## src/rtl/stopwatch_timekeeper.sv

```systemverilog
// stopwatch_timekeeper: start/pause/clear stopwatch counting 100 Hz ticks as
// six BCD digits MM:SS.cc. Define STOPWATCH_LAP_EN to build the lap/freeze
// feature (adds the lap input and frozen output).
module stopwatch_timekeeper #(
    parameter bit WRAP     = 1'b1,
    parameter bit EDGE_RST = 1'b1
) (
    input  logic        clk,
    input  logic        rst,
    input  logic        tick,
    input  logic        start_stop,
    input  logic        clear,
`ifdef STOPWATCH_LAP_EN
    input  logic        lap,
`endif
    output logic [23:0] digits,
    output logic        running,
    output logic        overflow
`ifdef STOPWATCH_LAP_EN
    ,
    output logic        frozen
`endif
);

    typedef enum logic [1:0] {
        IDLE  = 2'd0,
        RUN   = 2'd1,
        PAUSE = 2'd2
    } state_t;

    localparam logic [23:0] COUNT_MAX = 24'h995999;

    state_t      state_q, state_d;
    logic [23:0] cnt_q, cnt_d;
    logic [23:0] cnt_inc;
    logic        inc_carry;
    logic        ovf_q, ovf_d;
    logic        running_q;
    logic        ss_q, clr_q;
    logic        ss_edge, clr_edge;
    logic        terminal;
`ifdef STOPWATCH_LAP_EN
    logic        lap_q;
    logic        lap_edge;
    logic        frozen_q, frozen_d;
    logic [23:0] snap_q, snap_d;
`endif

    // Highest value each digit reaches before wrapping, c0 at index 0.
    function automatic logic [3:0] digit_max(input int unsigned idx);
        return (idx == 32'd3) ? 4'd5 : 4'd9;
    endfunction

    assign ss_edge  = start_stop & ~ss_q;
    assign clr_edge = clear & ~clr_q;
    assign terminal = (cnt_q == COUNT_MAX);
`ifdef STOPWATCH_LAP_EN
    assign lap_edge = lap & ~lap_q;
`endif

    // Button history registers for edge detection.
    always_ff @(posedge clk or posedge rst) begin
        if (rst) begin
            ss_q  <= EDGE_RST;
            clr_q <= EDGE_RST;
`ifdef STOPWATCH_LAP_EN
            lap_q <= EDGE_RST;
`endif
        end else begin
            ss_q  <= start_stop;
            clr_q <= clear;
`ifdef STOPWATCH_LAP_EN
            lap_q <= lap;
`endif
        end
    end

    // BCD increment with the whole carry chain resolved in one cycle.
    always_comb begin
        cnt_inc   = cnt_q;
        inc_carry = 1'b1;
        for (int unsigned i = 0; i < 6; i++) begin
            if (inc_carry) begin
                if (cnt_q[4*i +: 4] == digit_max(i)) begin
                    cnt_inc[4*i +: 4] = '0;
                end else begin
                    cnt_inc[4*i +: 4] = cnt_q[4*i +: 4] + 4'd1;
                    inc_carry         = 1'b0;
                end
            end
        end
    end

    // Next state, count, overflow and lap snapshot.
    always_comb begin
        state_d = state_q;
        cnt_d   = cnt_q;
        ovf_d   = ovf_q;
`ifdef STOPWATCH_LAP_EN
        frozen_d = frozen_q;
        snap_d   = snap_q;
`endif
        if (state_q == RUN && tick) begin
            if (terminal && !WRAP) begin
                ovf_d = 1'b1;
            end else begin
                cnt_d = cnt_inc;
            end
        end
`ifdef STOPWATCH_LAP_EN
        if (lap_edge) begin
            if (frozen_q) begin
                frozen_d = 1'b0;
            end else if (state_q == RUN) begin
                frozen_d = 1'b1;
                snap_d   = cnt_q;
            end
        end
`endif
        case (state_q)
            IDLE:    if (ss_edge) state_d = RUN;
            RUN:     if (ss_edge) state_d = PAUSE;
            PAUSE: begin
                if (clr_edge)     state_d = IDLE;
                else if (ss_edge) state_d = RUN;
            end
            default: state_d = IDLE;
        endcase
        // IDLE never counts, so zeroing whenever the next state is IDLE
        // is the same as zeroing on entry.
        if (state_d == IDLE) begin
            cnt_d = '0;
            ovf_d = 1'b0;
`ifdef STOPWATCH_LAP_EN
            frozen_d = 1'b0;
`endif
        end
    end

    // State, count and status registers.
    always_ff @(posedge clk or posedge rst) begin
        if (rst) begin
            state_q   <= IDLE;
            cnt_q     <= '0;
            ovf_q     <= 1'b0;
            running_q <= 1'b0;
`ifdef STOPWATCH_LAP_EN
            frozen_q  <= 1'b0;
            snap_q    <= '0;
`endif
        end else begin
            state_q   <= state_d;
            cnt_q     <= cnt_d;
            ovf_q     <= ovf_d;
            running_q <= (state_d == RUN);
`ifdef STOPWATCH_LAP_EN
            frozen_q  <= frozen_d;
            snap_q    <= snap_d;
`endif
        end
    end

    assign running  = running_q;
    assign overflow = ovf_q;
`ifdef STOPWATCH_LAP_EN
    assign frozen   = frozen_q;
    assign digits   = frozen_q ? snap_q : cnt_q;
`else
    assign digits   = cnt_q;
`endif

endmodule

```

## config.mk

```make
export PLATFORM = sky130hd
export DESIGN_NAME = stopwatch_timekeeper
export DESIGN_NICKNAME = d
export VERILOG_FILES = /design/src/rtl/stopwatch_timekeeper.sv
export SDC_FILE = /design/constraint.sdc
export NUM_CORES = 1
export LEC_CHECK = 0
export BUFFER_PORTS_ARGS = -buffer_cell sky130_fd_sc_hd__buf_2
export CELL_PAD_IN_SITES_DETAIL_PLACEMENT = 0
export CELL_PAD_IN_SITES_GLOBAL_PLACEMENT = 1
export CORE_UTILIZATION = 44
export CTS_BUF_LIST = sky130_fd_sc_hd__clkbuf_8
export DETAILED_ROUTE_END_ITERATION = 8
export PLACE_DENSITY_LB_ADDON = 0.1
export SLEW_MARGIN = 20
export SYNTH_ARGS = -nofsm -noshare
export SYNTH_HDL_FRONTEND = slang
export SYNTH_SLANG_ARGS = --single-unit
export TNS_END_PERCENT = 1
```

## constraint.sdc

```tcl
create_clock -name clk -period 2.6 [get_ports clk]
set_input_delay 0.52 -clock clk [delete_from_list [all_inputs] [get_ports clk]]
set_output_delay 0.52 -clock clk [all_outputs]
set_load 0.05 [all_outputs]
```

==> out/results.ini <==
[sta]
fmax_ghz=0.476
grt_setup_unrepaired=no
final_hold_viol_count=0
tns_ns=0
post-route-period-util_pct=80.8
setup_viol=0
period_minus_slack_ns=2.10
relSlewSlack_pct=56.6
finalMaxSlewViolations=0
skew_ns=0.00500
worst_pin_slew_ns=0.648

[pwr]
p_leak_uw=0.000990
p_per_area_nw_per_um2=630
irDropWorstVdd_mv=0.368
power_frac_clock_pct=33.2
p_comb_share_pct=24.3
seq_power_share_pct=42.5
switching_share_pct=33.0
switchingPower_uw=407
cellInternalPower_uw=825

[synthesis]
yosys.area.top_type_share_pct=40.9
avgSynthCellArea_um2=9.89
yosys.area.top_type=dfrtp_1
syn_nets=184
synth-edff-count=0
ys_seq_elements=29
synth_warnings=0
synthArstFlopShare_pct=100
yosysSeqAreaShare_pct=44.1
synth_top_flop_cell=dfrtp_1
ys_types=43
synthCells=167
synthTopCellsByArea=dfrtp_1 (41%), ha_1 (9.1%), a21oi_1 (3.9%), nand2_1 (3.4%), dfstp_2 (3.2%)
syn_area_um2=1650

[clocking]
cts.sinks=29
cts_max_path_buffers=2
cts_tree=yes
hold_buffers=0
clock_latency_ns=0.28
clkTransAtPathRegs_ns=0.06
cts-root-buf=clkbuf_8
ctsResizeCount=0
cts_setup_buffers=0
htree_num_levels=2
cts_made_buffers=5

[final_layout]
antenna_cells=0
syn_to_final_growth_pct=18.5
final_cells=249
n_fill_cell=323
design_area_um2=1960
num-nets-final=219
layout-drive-gt1-share_pct=25.6
fin_util_pct=56.4

[detailed_routing]
dr.pass1.iters=4
drt_iter0_drc=69
ant_nets=0
remaining_drc_errors=0
vias=1353
wl_per_cell_um=13.1
routed_via_density=5.43
drt_wl_total_um=3260

[placement]
dp_cells=241
hpwl_um=2440
post_dp_cell_area_um2=1860
port_buffers=29
routabilityCongestion=0.749

[critical_path]
end_kind=flop
cp-start-kind=flop
critPathKind=flop to flop
path_max_fanout=8
crit_arrival_ns=2.30
required_ns=2.80
reg2regPathDepth=7

[floorplan]
dieHeight_um=63.3
rows=21
io_pins=31
initial_utilization_pct=47.6
dieArea_um2=4000
die_w_um=63.3
core_um2=3470

[min_path]
worstHoldPathType=primary input to async pin

[flow_run]
max-cap-violations=0

[global_route]
grt-ovfl-total=0
grt_pass1_vias=1284
grt_usage_pct=19.0
grt_pass1_wl_um=5940
grt_max_degree=19
antenna_found_initial=0

[run_status]
status=finished, final reports clean

power groups by stage:
stage	combinational [µW]	sequential, µW	clock, µW
3_3_place_gp	298	529	0
4_1_cts	304	523	421
5_1_grt	331	531	440
2_1_floorplan	208	564	0
3_5_place_dp	303	532	0
6_report	300	523	409
layout make-up:
cell class / instances / area, µm² / share of cell area, %
multi-input combinational: 125 / 868 / 44.4
sequential: 29 / 728 / 37.2
timing repair buffer: 32 / 168 / 8.57
clock buffer: 7 / 96.3 / 4.92
tap: 46 / 57.6 / 2.94
inverter: 9 / 33.8 / 1.73
clock inverter: 1 / 5.00 / 0.256
cells in the mapped netlist (3+ instances only):
cell      instances
a21oi_1          13
mux2i_1           3
and3b_1           4
nand3b_1          3
nor3_1            6
nor2_1           11
nand3_1           9
a21o_1            4
dfrtp_1          27
nand2_1          15
o21ai_0           7
inv_1             9
ha_1             12
buf_4             3
or3_1             5
nor4b_1           3
state kept, by name, indices dropped and copies added, names as in the netlist:
register,flops
digits,24
clr_q,1
running,1
state_q,2
ss_q,1
layer usage:
| metal | track usage, % | share of wire (%) | vias to the layer above | routed length (µm) |
|---|---|---|---|---|
| met3 | 4.17 | 3.5 | 6 | 114 |
| met5 | 0 | 0 | - | 0 |
| li1 | - | - | 669 | - |
| met4 | 8.52 | 1.8 | 0 | 59 |
| met1 | 24.3 | 46 | 650 | 1500 |
| met2 | 30.5 | 49 | 28 | 1590 |
metrics by stage:
step	total power [µW]	hold WS [ns]	setup slack, ns
finish	1230	0.237	0.498
global route	1300	0.279	0.334
CTS	1250	0.240	0.491
detailed placement	835	0.545	0.499
global placement	827	0.532	0.526
floorplan	773	0.524	0.369
logic make-up (layout without fill, tap and decap cells):
| group | after synthesis | in the layout | share of synthesized area [%] |
|---|---|---|---|
| AND/OR/NAND/NOR | 71 | 71 | 26.0 |
| AO/OA/AOI/OAI | 34 | 34 | 12.7 |
| adder cells (fa/ha/maj) | 12 | 12 | 9.09 |
| flip-flops | 29 | 29 | 44.1 |
| multiplexers | 5 | 5 | 3.18 |
| buffers and inverters | 13 | 49 | 3.64 |
| XOR/XNOR | 2 | 2 | 1.06 |
| other | 1 | 1 | 0.227 |
worst paths after layout:
path	startpoint	to	slack, ns
hold reg to reg	digits[7]	digits[7]	0.57
min in group clk	start_stop	ss_q	0.35
hold / removal	rst	digits[9]	0.24
max in group asynchronous	rst	ss_q	1.69
setup reg to reg	digits[1]	digits[22]	0.50
setup / recovery	digits[1]	digits[22]	0.50
worst max-delay path, cell delays in order (launching register included):
cell      delay [ns]
dfrtp_1         0.43
inv_1           0.07
ha_1            0.18
nand3b_2        0.14
nor4_4          0.42
nand3_2         0.19
or4_1           0.44
a21oi_1         0.16
placed cells by master (no fill, tap or decap), types with 3 or more instances in the layout:
cell type,count
buf_2,29
dfrtp_1,27
nand2_1,15
a21oi_1,13
ha_1,12
nor2_1,11
inv_1,9
nand3_1,9
o21ai_0,7
clkbuf_8,7
nor3_1,6
or3_1,5
and3b_1,4
a21o_1,4
nand3b_1,3
mux2i_1,3
nor4b_1,3
buf_4,3
No activity file was read; power rests on OpenSTA's default activity.
